[config.mk]
export PLATFORM = sky130hd
export DESIGN_NAME = clarvi_mdu
export DESIGN_NICKNAME = d
export VERILOG_FILES = /design/src/rtl/clarvi_mdu.sv
export SDC_FILE = /design/constraint.sdc
export NUM_CORES = 2
export LEC_CHECK = 0
export CORE_MARGIN = 8
export CORE_UTILIZATION = 45
export CTS_BUF_LIST = sky130_fd_sc_hd__clkbuf_4
export DETAILED_ROUTE_END_ITERATION = 16
export PLACE_DENSITY_LB_ADDON = 0.05
export SLEW_MARGIN = 20
export SYNTH_ARGS = -nofsm -noshare
export SYNTH_HDL_FRONTEND = slang
export SYNTH_SLANG_ARGS = --single-unit
[constraint.sdc]
create_clock -name clock -period 7.2 [get_ports clock]
set_input_delay 0.72 -clock clock [delete_from_list [all_inputs] [get_ports clock]]
set_output_delay 0.72 -clock clock [all_outputs]
set_load 0.005 [all_outputs]
[src/rtl/clarvi_mdu.sv]
// Iterative RISC-V M-extension multiply/divide unit: one operation in flight, tagged response.
// Build option CLARVI_MDU_RADIX4_MUL_EN: multiplier retires two bits per cycle instead of one.
`timescale 1ns/1ps
module clarvi_mdu #(
   parameter int XLEN  = 64,
   parameter int TAG_W = 5
) (
   input  logic             clock,
   input  logic             reset_n,
   input  logic             req_valid,
   output logic             req_ready,
   input  logic [2:0]       req_op,
   input  logic             req_is32,
   input  logic [XLEN-1:0]  req_rs1,
   input  logic [XLEN-1:0]  req_rs2,
   input  logic [TAG_W-1:0] req_tag,
   output logic             resp_valid,
   input  logic             resp_ready,
   output logic [XLEN-1:0]  resp_result,
   output logic [TAG_W-1:0] resp_tag,
   input  logic             flush,
   output logic             busy
);
   localparam int CW = $clog2(XLEN);
   localparam int PW = 2 * XLEN;
`ifdef CLARVI_MDU_RADIX4_MUL_EN
   localparam int MUL_STEP = 2;
`else
   localparam int MUL_STEP = 1;
`endif
   localparam logic [CW-1:0] MUL_LAST_W = CW'(32 / MUL_STEP - 1);
   localparam logic [CW-1:0] MUL_LAST_X = CW'(XLEN / MUL_STEP - 1);
   localparam logic [CW-1:0] DIV_LAST_W = CW'(31);
   localparam logic [CW-1:0] DIV_LAST_X = CW'(XLEN - 1);

   typedef enum logic [1:0] {IDLE, MUL, DIV, DONE} state_t;

   state_t           state;
   logic [CW-1:0]    count;
   logic [2:0]       op;
   logic             is32;
   logic [TAG_W-1:0] tag;
   logic [PW-1:0]    acc;
   logic [PW-1:0]    mcand;
   logic [XLEN-1:0]  mplier;
   logic             mplier_signed;
   logic [XLEN-1:0]  rem;
   logic [XLEN-1:0]  quo;
   logic [XLEN-1:0]  dvsr;
   logic             neg_q;
   logic             neg_r;

   function automatic logic [XLEN-1:0] sext32(input logic [31:0] v);
      logic signed [31:0] s;
      s = v;
      return XLEN'(s);
   endfunction

   function automatic logic [XLEN-1:0] zext32(input logic [31:0] v);
      return XLEN'(v);
   endfunction

   // Request decode: K-bit operand fields extended to XLEN, plus the divide shortcuts.
   logic            is32_in;
   logic            a_signed;
   logic            b_signed;
   logic            is_div_signed;
   logic [XLEN-1:0] a_k;
   logic [XLEN-1:0] b_k;
   logic [XLEN-1:0] a_res;
   logic [XLEN-1:0] a_mag;
   logic [XLEN-1:0] b_mag;
   logic [XLEN-1:0] most_neg;
   logic [XLEN-1:0] direct_res;
   logic [XLEN-1:0] dividend_in;
   logic [PW-1:0]   mcand_in;
   logic            a_neg;
   logic            b_neg;
   logic            div_zero;
   logic            div_ovf;

   always_comb begin
      is32_in       = req_is32 && (XLEN == 64);
      is_div_signed = req_op[2] && !req_op[0];
      a_signed      = req_op[2] ? !req_op[0] : (req_op[1:0] != 2'b11);
      b_signed      = req_op[2] ? !req_op[0] : !req_op[1];
      if (is32_in) begin
         a_k   = a_signed ? sext32(req_rs1[31:0]) : zext32(req_rs1[31:0]);
         b_k   = b_signed ? sext32(req_rs2[31:0]) : zext32(req_rs2[31:0]);
         a_res = sext32(req_rs1[31:0]);
         most_neg = sext32(32'h8000_0000);
      end else begin
         a_k   = req_rs1;
         b_k   = req_rs2;
         a_res = req_rs1;
         most_neg = {1'b1, {(XLEN-1){1'b0}}};
      end
      mcand_in    = a_signed ? PW'(signed'(a_k)) : PW'(a_k);
      a_neg       = is_div_signed && a_k[XLEN-1];
      b_neg       = is_div_signed && b_k[XLEN-1];
      a_mag       = a_neg ? -a_k : a_k;
      b_mag       = b_neg ? -b_k : b_k;
      dividend_in = is32_in ? (a_mag << (XLEN - 32)) : a_mag;
      div_zero    = (b_k == '0);
      div_ovf     = is_div_signed && (a_k == most_neg) && (b_k == '1);
      if (div_zero)
         direct_res = req_op[1] ? a_res : '1;
      else
         direct_res = req_op[1] ? '0 : a_res;
   end

   // Multiply step: shift-add, with the multiplier's top bit weighted negative when signed.
   logic            mul_last;
   logic [PW-1:0]   acc_next;
   logic [XLEN-1:0] mul_res;

   always_comb begin
      mul_last = (count == (is32 ? MUL_LAST_W : MUL_LAST_X));
      acc_next = acc;
      if (mplier[0])
         acc_next = (MUL_STEP == 1 && mplier_signed && mul_last) ? acc_next - mcand
                                                                 : acc_next + mcand;
`ifdef CLARVI_MDU_RADIX4_MUL_EN
      if (mplier[1])
         acc_next = (mplier_signed && mul_last) ? acc_next - (mcand << 1)
                                                : acc_next + (mcand << 1);
`endif
      if (op[1:0] == 2'b00)
         mul_res = is32 ? sext32(acc_next[31:0]) : acc_next[XLEN-1:0];
      else
         mul_res = is32 ? sext32(acc_next[63:32]) : acc_next[PW-1:XLEN];
   end

   // Restoring divide step on magnitudes; dividend is left-aligned so bit K-1 enters first.
   logic            div_last;
   logic [XLEN:0]   div_shift;
   logic [XLEN:0]   div_diff;
   logic [XLEN-1:0] rem_next;
   logic [XLEN-1:0] quo_next;
   logic [XLEN-1:0] q_signed;
   logic [XLEN-1:0] r_signed;
   logic [XLEN-1:0] div_res;

   always_comb begin
      div_last  = (count == (is32 ? DIV_LAST_W : DIV_LAST_X));
      div_shift = {rem, quo[XLEN-1]};
      div_diff  = div_shift - {1'b0, dvsr};
      rem_next  = div_diff[XLEN] ? div_shift[XLEN-1:0] : div_diff[XLEN-1:0];
      quo_next  = {quo[XLEN-2:0], !div_diff[XLEN]};
      q_signed  = neg_q ? -quo_next : quo_next;
      r_signed  = neg_r ? -rem_next : rem_next;
      if (op[1])
         div_res = is32 ? sext32(r_signed[31:0]) : r_signed;
      else
         div_res = is32 ? sext32(q_signed[31:0]) : q_signed;
   end

   assign req_ready = (state == IDLE) && !flush;
   assign busy      = (state != IDLE);

   always_ff @(posedge clock or negedge reset_n) begin
      if (!reset_n) begin
         state         <= IDLE;
         count         <= '0;
         op            <= '0;
         is32          <= 1'b0;
         tag           <= '0;
         acc           <= '0;
         mcand         <= '0;
         mplier        <= '0;
         mplier_signed <= 1'b0;
         rem           <= '0;
         quo           <= '0;
         dvsr          <= '0;
         neg_q         <= 1'b0;
         neg_r         <= 1'b0;
         resp_valid    <= 1'b0;
         resp_result   <= '0;
         resp_tag      <= '0;
      end else if (flush) begin
         state      <= IDLE;
         count      <= '0;
         resp_valid <= 1'b0;
      end else begin
         case (state)
            IDLE: begin
               if (req_valid) begin
                  op    <= req_op;
                  is32  <= is32_in;
                  tag   <= req_tag;
                  count <= '0;
                  if (!req_op[2]) begin
                     acc           <= '0;
                     mcand         <= mcand_in;
                     mplier        <= b_k;
                     mplier_signed <= b_signed;
                     state         <= MUL;
                  end else if (div_zero || div_ovf) begin
                     resp_result <= direct_res;
                     resp_tag    <= req_tag;
                     resp_valid  <= 1'b1;
                     state       <= DONE;
                  end else begin
                     rem   <= '0;
                     quo   <= dividend_in;
                     dvsr  <= b_mag;
                     neg_q <= a_neg ^ b_neg;
                     neg_r <= a_neg;
                     state <= DIV;
                  end
               end
            end
            MUL: begin
               acc    <= acc_next;
               mcand  <= mcand << MUL_STEP;
               mplier <= mplier >> MUL_STEP;
               if (mul_last) begin
                  count       <= '0;
                  resp_result <= mul_res;
                  resp_tag    <= tag;
                  resp_valid  <= 1'b1;
                  state       <= DONE;
               end else begin
                  count <= count + CW'(1);
               end
            end
            DIV: begin
               rem <= rem_next;
               quo <= quo_next;
               if (div_last) begin
                  count       <= '0;
                  resp_result <= div_res;
                  resp_tag    <= tag;
                  resp_valid  <= 1'b1;
                  state       <= DONE;
               end else begin
                  count <= count + CW'(1);
               end
            end
            DONE: begin
               if (resp_ready) begin
                  resp_valid <= 1'b0;
                  state      <= IDLE;
               end
            end
            default: state <= IDLE;
         endcase
      end
   end

endmodule

### Yosys cells after proc, flatten, opt, wreduce, memory -nomap -nowiden

Cells that the tools add are included.

* mux-type cells: 73
* add/sub/neg operators: 8
* bitwise gates (word level): 4
* reduce and logical (&&, ||, !) cells: 32
* equality and inequality tests: 20

Operators with widths (number)
* 64-bit 2-to-1 mux: 33
* 128-bit 2-to-1 mux: 7
* 128-bit case mux with 2 select lines: 2
* 64-bit case mux with 2 select lines: 3
* 64-bit negator: 4
* 64-bit case mux with 3 select lines: 1
* 128-bit adder: 1
* 128-bit subtractor: 1
* 65-bit by 64-bit subtractor with 65-bit output: 1
* 64-bit == test: 1
* 64-bit == test, second input constant: 1
* 64-bit logical NOT: 1
* 63-bit 2-to-1 mux: 1
* 6-bit 2-to-1 mux: 4
* 5-bit 2-to-1 mux: 4
* 5-bit AND reduction: 3
* 2-bit != test, second input constant: 7
* 6-bit case mux with 2 select lines: 1
* 2-bit 2-to-1 mux: 5
* 5-bit case mux with 2 select lines: 1
* 1-bit 2-to-1 mux: 9
* 3-bit != test, second input constant: 3
* 4-bit AND reduction: 2
* 2-bit nonzero test: 4
* other kinds (21): 37

* input bits: 142
* output and inout bits: 72
* bits in registers: 601
* logic and storage cells: 154

### Logic depth before layout (Yosys ltp)

* depth in word-level cells: 13
* mapped depth: 32
* gate-level depth less buffers: 30

### Worst setup path before layout

Ideal clock, no wire load.

* path kind: register to register
* start point: reg quo[63]
* end point: reg resp_result[62]
* slack: 0.045 ns
* path buffers: 8
* arrival: 7.065 ns
* data required time: 7.110 ns
* stages on the path, launching flop included: 33
* cell sequence: dfrtp_1 > inv_1 > ha_1 > fa_1 > nor2b_1 > o31a_2 > o211ai_2 > a211oi_1 > o21ba_4 > a221o_1 > nor2_1 > inv_1 > clkbuf_1 > clkbuf_1 > clkbuf_1 > buf_2 > buf_1 > buf_2 > nor2_1 > a21oi_1 > ha_1 > clkbuf_1 > nand2_1 > nor3_1 > nand3_1 > o32a_1 > or3b_1 > or2_0 > clkbuf_1 > o41ai_1 > xnor2_1 > a21oi_1 > o221ai_1

* cells in the longest elaborated chain, start to end: 8

Ends and longest elaborated chain
* from (decl): RTL line 48 `logic [XLEN-1:0] quo;`
* from (signal assigned): RTL line 205 `quo <= dividend_in;`
* from (signal assigned): RTL line 229 `quo <= quo_next;`
* 65-bit by 64-bit subtractor with 65-bit output: RTL line 147 `div_diff = div_shift - {1'b0, dvsr};`
* 64-bit 2-to-1 mux / 1-bit logical NOT (equally long branches): RTL line 148, 149
* 64-bit negator (on tied branches): RTL line 151, 150
* 64-bit 2-to-1 mux (on tied branches): RTL line 151, 150
* 64-bit 2-to-1 mux (on tied branches): RTL line 153, 155
* 64-bit 2-to-1 mux *: RTL line 152 `if (op[1])`
* 64-bit 2-to-1 mux *: RTL line 230 `if (div_last) begin`
* 64-bit case mux with 3 select lines *: RTL line 185 `case (state)`
* to (signal assigned): RTL line 199 `resp_result <= direct_res;`
* to (signal assigned): RTL line 219 `resp_result <= mul_res;`
* to (signal assigned): RTL line 232 `resp_result <= div_res;`
* to (decl): RTL line 19 `output logic [XLEN-1:0] resp_result,`

Mark *: on every way between the ends. The rest lies on a longest branch, timed or not. The select of a mux whose other input is x is not followed.
A chain may end at the register's enable or synchronous reset.

### Worst setup path in the final report

* start point: reg dvsr[57]
* end point: reg resp_result[42]

* cells in the longest elaborated chain, start to end: 8

Ends and longest elaborated chain
* from (decl): RTL line 49 `logic [XLEN-1:0] dvsr;`
* from (signal assigned): RTL line 206 `dvsr <= b_mag;`
* 65-bit by 64-bit subtractor with 65-bit output *: RTL line 147
* 64-bit 2-to-1 mux / 1-bit logical NOT (equally long branches): RTL line 148, 149
* 64-bit negator (on tied branches): RTL line 151, 150
* 64-bit 2-to-1 mux (on tied branches): RTL line 151, 150
* 64-bit 2-to-1 mux (on tied branches): RTL line 153, 155
* 64-bit 2-to-1 mux *: RTL line 152
* 64-bit 2-to-1 mux *: RTL line 230
* 64-bit case mux with 3 select lines *: RTL line 185

Marks and branches as above.

==> results by group <==
Pwr
  • Internal power consumption: 10.07 mW
  • Sequential Power Share: 0.287
  • Clock share of power: 0.167
  • Cell Pwr Density: 333.4 nW/um^2
  • Net Switching: roughly 11 mW
  • Static leakage: between 20 and 30 nW
  • Comb pwr share: 0.546
  • Peak supply drop: 202.5 uV
  • Switching share of power: 0.5117

Detailed routing
  • Number of nets with antenna violations after routing: 0
  • WL final: about 260 mm
  • Routed via count: 59.60k
  • Drt via density: approximately 6.5
  • Detailed Route Iter0 Violations: around 8.3k
  • 1st-pass router iterations: 6
  • Drt wl/cell: 27.83 um
  • DRC: 0

GRT
  • Vias in the first global route: between 50k and 60k
  • First-pass GRT wire length: ~370 mm
  • Grt total ovfl: 0
  • Initial antenna violation count: 15
  • Largest net degree at the start of global routing: 160
  • Total global-route track usage: 0.3736

Final layout
  • Final Util: 0.5189
  • Fin nets: about 7.8k
  • P&R area growth vs syn: 14.99%
  • Share of cells above drive strength 1: 0.1145
  • Commonest non-fill, non-tap cells in the layout: 1,009 x nand2_1, 716 x o21ai_0, 687 x a21oi_1, 596 x dfrtp_1, 568 x nor2_1
  • Most common cell after layout, fill and taps aside: nand2_1

STA
  • Worst slew pin tran: ~1.2 ns
  • Final min period: roughly 7 ns
  • Clock skew: a little under 0.06 ns
  • Setup TNS: 0 ns
  • Hold Worst Slack: roughly 0.15 ns
  • Slew HR: 0.1946
  • Final setup viols: 0
  • Final hold viol count: 0
  • F_max: approximately 0.14 GHz
  • Post-route clock period utilization: 0.9691
  • Max Slew Vio Count: 0

Synthesis
  • Asr flop ratio synth: 1.000
  • Synthesized Nets: ~7.5k
  • Mapped Cells: between 7k and 8k
  • Top-area cell type share of the netlist area: 0.2797
  • Area contributors post-synth: dfrtp_1 28%, nand2_1 7.1%, o21ai_0 6.8%
  • Cell taking the most area after synthesis: dfrtp_1
  • Syn avg cell area: roughly 7.5 sq um
  • Post-synthesis instance area: between 50,000 and 60,000 sq um
  • Post-synth EDFFs: 0
  • Top FF cell, synth: dfrtp_1
  • Seq/Total Area, Yosys: 0.2797
  • #FFs+latches synth: 601
  • Distinct cells, synth: approximately 100
  • Ys Warns: 0

Clock network
  • CTS tree: built
  • CTS clk-pin slew, worst paths: around 0.060 ns
  • Max Buffers Root-to-Sink: 3
  • Total CTS buffers: roughly 180
  • Root buf cell: clkbuf_4
  • Clk Latency, worst-skew pair: ~1.2 ns
  • Clock sinks: between 600 and 700
  • H-tree depth: 4

Critical path
  • Slowest stage delay, CP: 0.75 ns
  • Critical path type: reg2reg
  • Crit path max-delay cell type: o311ai_0
  • Buf+Inv Stages, Crit Path: 3
  • CP Cell Sequence: inv_1 -> ha_1 -> a21oi_1 -> o21ai_0 -> a221oi_1 -> o21ai_1 -> nor3_1 -> a21o_1 -> nor2_4 -> inv_2 -> ha_1 -> nand2b_1 -> or2_2 -> or3_1 -> nor3_1 -> buf_4 -> nand3_1 -> or4_1 -> o21ai_0 -> xnor2_1 -> o311ai_0 -> a21oi_1
  • Worst Path Arrival: between 8 and 9 ns
  • Critical-path maximum fanout: 9
  • Cell family with most CP delay: compound AO/OA/AOI/OAI gates
  • Crit start category: flop
  • CP Capture Type: flop
  • Required @ worst endpoint: just over 8 ns

Floorplanning
  • Std-Cell Rows: about 130
  • Die H: about 360 um
  • Starting Density: 0.4512
  • Core Box Area: roughly 120,000 sq um
  • Die Area: ~130,000 sq um
  • Chip width: 361.7 um
  • # IOs: 214

Place
  • I/O Buffers: roughly 210
  • HPWL Detailed: about 200 mm
  • Placer Congestion: 1.050

Hold path
  • Type of the most critical hold path: in2reg

Outcome
  • Status: completed

Job
  • Max-Cap Viols: 0
synth_stat cells (120+ instances only):
cell type / count
ha_1: 202
xor2_1: 231
nor2_1: 580
nand2_1: 1016
nor3_1: 155
clkbuf_1: 419
mux2i_1: 184
xnor2_1: 285
o31ai_1: 120
a21oi_1: 695
a21o_1: 123
inv_1: 167
dfrtp_1: 601
nand3_1: 268
o21ai_0: 729
final timing paths:
path	cells past startpoint	endpoint	slack, ns	from
worst max-delay path	22	resp_result[42]	0.22	dvsr[57]
worst min-delay path	2	tag[4]	0.15	req_tag[4]
worst max register to register	22	resp_result[42]	0.22	dvsr[57]
worst min register to register	2	mplier[61]	0.48	mplier[61]
max in group asynchronous	4	mcand[3]	5.52	reset_n
min in group asynchronous	3	rem[24]	0.19	reset_n
kinds of logic after synthesis:
| group | synth area share |
|---|---|
| AND/OR/NAND/NOR | 0.2241 |
| XOR/XNOR | 0.08404 |
| flip-flops | 0.2797 |
| adder cells (fa/ha/maj) | 0.05277 |
| buffers and inverters | 0.04674 |
| multiplexers | 0.04283 |
| AO/OA/AOI/OAI | 0.2699 |
power groups by stage:
stage / Combinational [mW] / Clock [mW] / Sequential, mW
global route: 12.0 / 3.70 / 6.00
floorplan: 6.68 / 0 / 5.21
finish: 11.3 / 3.45 / 5.91
CTS: 10.9 / 3.52 / 5.82
global placement: 10.7 / 0 / 5.84
detailed placement: 10.8 / 0 / 5.86
final cells by class:
type                       instances  area (sq um)
fill                           12000         57340
multi-input combinational       5937         36740
sequential                       601         15050
timing repair buffer             598          5165
clock buffer                     261          1959
tap                             1548          1937
inverter                         171         641.9
clock inverter                    62         310.3
antenna                           12         30.03
what timing repair did:
item,4_1_cts,5_1_grt
pin swaps,0,21
setup endpoints to repair,23,77
endpoints found under the hold margin,410,0
buffers inserted,0,7
gates resized for setup,7,88
hold buffers,2,0
through the flow:
stage | cells | power (mW) | cell area, sq um | worst slack (ns)
global route | 9185 | 21.70 | 61820 | -0.1159
CTS | 9171 | 20.19 | 61410 | -0.005731
global placement | 8846 | 16.56 | 59080 | -0.2823
floorplan | 7194 | 11.90 | 53780 | 0.04456
finish | 9190 | 20.62 | 61840 | 0.2226
detailed placement | 8846 | 16.65 | 59080 | -0.3634
per-layer routing:
metal  vias up  global-route usage  share of wire
met5         -                   0        0.00034
met4        12              0.1547          0.047
met3       608              0.1242           0.13
met2      3455              0.5189           0.40
met1     28690              0.5268           0.43
li1      26830                   -              -
worst reg2reg max path, stage by stage, from the launching register on:
cell and delay, ns:
dfrtp_1 0.38, inv_1 0.36, ha_1 0.40, a21oi_1 0.26
o21ai_0 0.14, a221oi_1 0.49, o21ai_1 0.24, nor3_1 0.27
a21o_1 0.22, nor2_4 0.10, inv_2 0.21, ha_1 0.21
nand2b_1 0.14, or2_2 0.43, or3_1 0.46, nor3_1 0.28
buf_4 0.21, nand3_1 0.13, or4_1 0.55, o21ai_0 0.24
xnor2_1 0.19, o311ai_0 0.75, a21oi_1 0.15
flip-flops by register name, indices dropped and copies added (netlist names), 2 cells and up:
name         flops
tag              5
dvsr            64
rem             64
mplier          64
count            6
acc            128
resp_result     64
op               2
mcand          128
state            2
resp_tag         5
quo             64
(Power assumes the default switching activity.)
